File: src/rtl/broadcast_arbiter.sv
// Round-robin scheduler for the common data bus: picks one completed
// result per cycle and drives the registered broadcast triple.
module broadcast_arbiter #(
    parameter int NUM_REQ    = 4,
    parameter int TAG_WIDTH  = 7,
    parameter int DATA_WIDTH = 32,
    parameter int PTR_WIDTH  = $clog2(NUM_REQ)
) (
    input  logic                          clk,
    input  logic                          rst,
    input  logic                          halt,
    input  logic                          allowBroadcast,
    input  logic [NUM_REQ-1:0]            req_valid,
    input  logic [NUM_REQ*TAG_WIDTH-1:0]  req_tag,
    input  logic [NUM_REQ*DATA_WIDTH-1:0] req_data,
    output logic [NUM_REQ-1:0]            req_grant,
    output logic                          broadcastDataAvailable,
    output logic [TAG_WIDTH-1:0]          broadcastDestinationTag,
    output logic [DATA_WIDTH-1:0]         broadcastDestinationData,
    output logic [PTR_WIDTH-1:0]          rr_pointer
);

    localparam logic [PTR_WIDTH:0]   NREQ_W = (PTR_WIDTH+1)'(NUM_REQ);
    localparam logic [PTR_WIDTH-1:0] LAST   = PTR_WIDTH'(NUM_REQ-1);

    logic                  en;
    logic                  found;
    logic [PTR_WIDTH-1:0]  win;
    logic [PTR_WIDTH:0]    sum;
    logic [PTR_WIDTH-1:0]  idx;
    logic [TAG_WIDTH-1:0]  sel_tag;
    logic [DATA_WIDTH-1:0] sel_data;

    logic [PTR_WIDTH-1:0]  ptr_q, ptr_d;
    logic                  vld_q, vld_d;
    logic [TAG_WIDTH-1:0]  tag_q, tag_d;
    logic [DATA_WIDTH-1:0] data_q, data_d;

    assign en = rst & ~halt & allowBroadcast;

    // Scan from the pointer upward, wrapping at NUM_REQ (not a power of two).
    always_comb begin
        found    = 1'b0;
        win      = '0;
        sum      = '0;
        idx      = '0;
        req_grant = '0;
        sel_tag  = '0;
        sel_data = '0;
        for (int off = 0; off < NUM_REQ; off++) begin
            sum = {1'b0, ptr_q} + (PTR_WIDTH+1)'(off);
            if (sum >= NREQ_W) begin
                sum = sum - NREQ_W;
            end
            idx = sum[PTR_WIDTH-1:0];
            if (en && !found && req_valid[idx]) begin
                found = 1'b1;
                win   = idx;
            end
        end
        for (int i = 0; i < NUM_REQ; i++) begin
            if (found && win == PTR_WIDTH'(i)) begin
                req_grant[i] = 1'b1;
                sel_tag      = req_tag[i*TAG_WIDTH +: TAG_WIDTH];
                sel_data     = req_data[i*DATA_WIDTH +: DATA_WIDTH];
            end
        end
    end

    always_comb begin
        ptr_d  = ptr_q;
        vld_d  = vld_q;
        tag_d  = tag_q;
        data_d = data_q;
        if (!halt) begin
            vld_d = found;
            if (found) begin
                tag_d  = sel_tag;
                data_d = sel_data;
                ptr_d  = (win == LAST) ? '0 : win + PTR_WIDTH'(1);
            end
        end
    end

    always_ff @(posedge clk or negedge rst) begin
        if (!rst) begin
            ptr_q  <= '0;
            vld_q  <= 1'b0;
            tag_q  <= '0;
            data_q <= '0;
        end else begin
            ptr_q  <= ptr_d;
            vld_q  <= vld_d;
            tag_q  <= tag_d;
            data_q <= data_d;
        end
    end

    assign broadcastDataAvailable   = vld_q;
    assign broadcastDestinationTag  = tag_q;
    assign broadcastDestinationData = data_q;
    assign rr_pointer               = ptr_q;

endmodule

File: config.mk
export PLATFORM = sky130hd
export DESIGN_NAME = broadcast_arbiter
export DESIGN_NICKNAME = d
export VERILOG_FILES = /design/src/rtl/broadcast_arbiter.sv
export SDC_FILE = /design/constraint.sdc
export NUM_CORES = 1
export LEC_CHECK = 0
export CAP_MARGIN = 20
export CORE_AREA = 2 2 92 94
export CTS_CLUSTER_DIAMETER = 150
export DETAILED_ROUTE_END_ITERATION = 12
export DIE_AREA = 0 0 94 96
export PLACE_DENSITY = 0.79
export SYNTH_ARGS = -nofsm -noshare
export SYNTH_HDL_FRONTEND = slang
export SYNTH_SLANG_ARGS = --single-unit
File: constraint.sdc
create_clock -name clk -period 4.39 [get_ports clk]
set_clock_uncertainty 0.1 [all_clocks]
set_input_delay 1.317 -clock clk [delete_from_list [all_inputs] [get_ports clk]]
set_output_delay 1.317 -clock clk [all_outputs]
set_load 0.02 [all_outputs]
==> impl_metrics.tcl <==
set metrics [dict create \
    p_leak_nw 1.963 \
    syn_nets 447 \
    ys_seq_area_share_pct 40.98 \
    fin_crit_sh_pct 98.39 \
    worst_pin_slew_ns 0.5428 \
    min_path_type "register to register" \
    avgSynthCellArea_um2 9.193 \
    die-area_um2 9024 \
    cap_violations 0 \
    dp.cells 582 \
    relSlewSlack_pct 63.81 \
    syn_to_final_growth_pct 91.85 \
    dieHeight_um 96 \
    grt_max_degree 43 \
    crit_arrival_ns 2.90 \
    totalWireLength_mm 10.60 \
    path_clk_slew_ns 0.09 \
    crit_chain "clkdlybuf4s50_1, nand3b_1, nor2b_4, o2111a_1, ha_2, inv_2, nor2_1, buf_4" \
    numCtsBuffers 5 \
    ys_seq_elements 42 \
    crit_slowest_cell "clkdlybuf4s50_1" \
    ys_types 29 \
    core-area_um2 8051 \
    io_pins 210 \
    port_buffers 209 \
    peakVddDrop_mv 0.1610 \
    path_class "input port to output pin" \
    clockRootBuffer "clkbuf_8" \
    fmax_mhz 231.5 \
    initial_core_util_pct 31.86 \
    cts_max_level 2 \
    diodes 0 \
    final_hold_viol_count 0 \
    route.detailed.drc 0 \
    status "completed" \
    layout_commonest_cell "clkdlybuf4s50_1" \
    gr-total-overflow 0 \
    drt_iter0_markers 141 \
    power_density_nw_per_um2 288.2 \
    clk_path_buf_depth 2 \
    final_cell_mix "clkdlybuf4s50_1 (200), nand2_1 (47), dfrtp_1 (42)" \
    grt_pass1_vias 3205 \
    final_nets 654 \
    cp_num_buf_inv 3 \
    setup_viol 0 \
    period_needed_ns 4.319 \
    fin_cells 592 \
    finalMaxSlewViolations 0 \
    cts.sinks 42 \
    worst_path_largest_cell_delay_ns 0.41 \
    cts_tree "done" \
    clk_latency_ns 0.29 \
    die_x_um 94 \
    ys_warn_count 0 \
    critPathLaunchType "input port" \
    antenna_left 0 \
    end_kind "output pin" \
    via_per_inst 5.421 \
    synth_cells 279 \
    dp_hpwl_mm 7.838 \
    grt_util_all_layers_pct 22.50 \
    grt_pass1_wl_mm 15.96 \
    firstDrtPassIters 5 \
    power_mw 1.418 \
    crit_path_max_fanout 3 \
    vias 3209 \
    place.gp.congestion 0.8165 \
    crit_family "buffers and inverters" \
    synth_area_um2 2565 \
    antenna_found_initial 0 \
    drive_gt1_share_pct 11.09 \
    wire_per_inst_um 17.91 \
    rows 33 \
    cp.required_ns 2.97 \
]
==> worst min-delay path: cells and delay by family, from the launching register on <==
family	cells	cell delay [ns]
flops	1	0.35
compound gates	1	0.06
simple gates	1	0.05
==> final timing paths <==
check	start	cells after the start	slack, ns	to
worst max-delay path	halt	8	0.07	req_grant[3]
worst min-delay path	broadcastDestinationTag[6]$_DFFE_PN0P_	2	0.38	broadcastDestinationTag[6]$_DFFE_PN0P_
worst max register to register	rr_pointer[1]$_DFFE_PN0P_	11	1.19	broadcastDestinationData[22]$_DFFE_PN0P_
worst min register to register	broadcastDestinationTag[6]$_DFFE_PN0P_	2	0.38	broadcastDestinationTag[6]$_DFFE_PN0P_
max in group asynchronous	rst	2	2.75	broadcastDestinationData[14]$_DFFE_PN0P_
min in group asynchronous	rst	2	1.06	broadcastDestinationTag[2]$_DFFE_PN0P_
==> synthesized netlist by cell type <==
cell,number,area [um2]
a41oi_1,1,8.760
and2_1,1,6.260
nor2b_1,3,18.77
a221oi_1,39,341.6
clkinv_1,1,3.750
clkbuf_1,18,67.56
o2111a_1,1,11.26
nand2b_2,1,8.760
nor2_1,6,22.52
nand2_1,47,176.4
or4_4,1,11.26
o21ai_0,4,20.02
ha_1,4,50.05
a21oi_1,2,10.01
buf_2,5,25.02
dfrtp_1,42,1051
nand3b_1,2,15.01
o22ai_1,39,244.0
and3_1,2,12.51
buf_4,1,7.510
a221o_1,1,10.01
a31oi_1,1,6.260
nand3_1,2,10.01
nand4b_1,1,8.760
buf_6,8,90.09
nor3b_1,1,7.510
inv_1,5,18.77
o2111ai_1,1,8.760
o31ai_1,39,292.8
==> registers in the layout, indices dropped and copies added (netlist names) <==
register,cells
broadcastDestinationTag,7
rr_pointer,2
broadcastDataAvailable,1
broadcastDestinationData,32
==> per-stage QoR <==
stage / hold slack (ns) / TNS [ns] / utilization [%] / instance area, um2 / worst slack, ns
after floorplan: 0.4804 / 0 / - / 2566 / 0.08581
after global placement: 0.3609 / -2.114 / 59.19 / 4766 / -0.5786
after detailed placement: 0.3645 / -2.454 / 59.19 / 4766 / -0.6229
after CTS: 0.3853 / 0 / 60.70 / 4887 / 0.01948
after global routing: 0.4064 / -0.007485 / 61.12 / 4921 / -0.007485
final: 0.3830 / 0 / 61.12 / 4921 / 0.07063
==> logic make-up after synthesis <==
group                    Yosys count  synth area share (%)
AND/OR/NAND/NOR                   67                 11.61
buffers and inverters             38                 8.293
adder cells (fa/ha/maj)            4                 1.951
flip-flops                        42                 40.98
AO/OA/AOI/OAI                    128                 37.17
==> area by class of cell <==
cell class | count | area (um2)
clock buffers | 6 | 72.57
clock inverters | 2 | 13.76
fillers | 706 | 3131
inverters | 6 | 22.52
multi-input cells | 199 | 1369
flip-flops and latches | 42 | 1051
well taps | 105 | 131.4
repair buffers | 232 | 2261
==> timing repair <==
item,in CTS,in global routing
hold buffers,0,0
gates resized for setup,37,9
setup buffers,1,1
pin swaps,7,4
endpoints found under the setup margin,4,4
==> report_power, final <==
part	internal, mW	switching [mW]
clock	0.112	0.136
sequential	0.467	0.0524
combinational	0.358	0.293
total	0.937	0.481
==> per-layer routing <==
| metal | global-route usage (%) | vias to the layer above | wire length, um |
|---|---|---|---|
| li1 | - | 1527 | - |
| met4 | 6.763 | 0 | 186 |
| met1 | 27.28 | 1526 | 4203 |
| met3 | 4.542 | 18 | 771 |
| met5 | 0 | - | 0 |
| met2 | 40.36 | 138 | 5443 |
(Power assumes the default switching activity.)
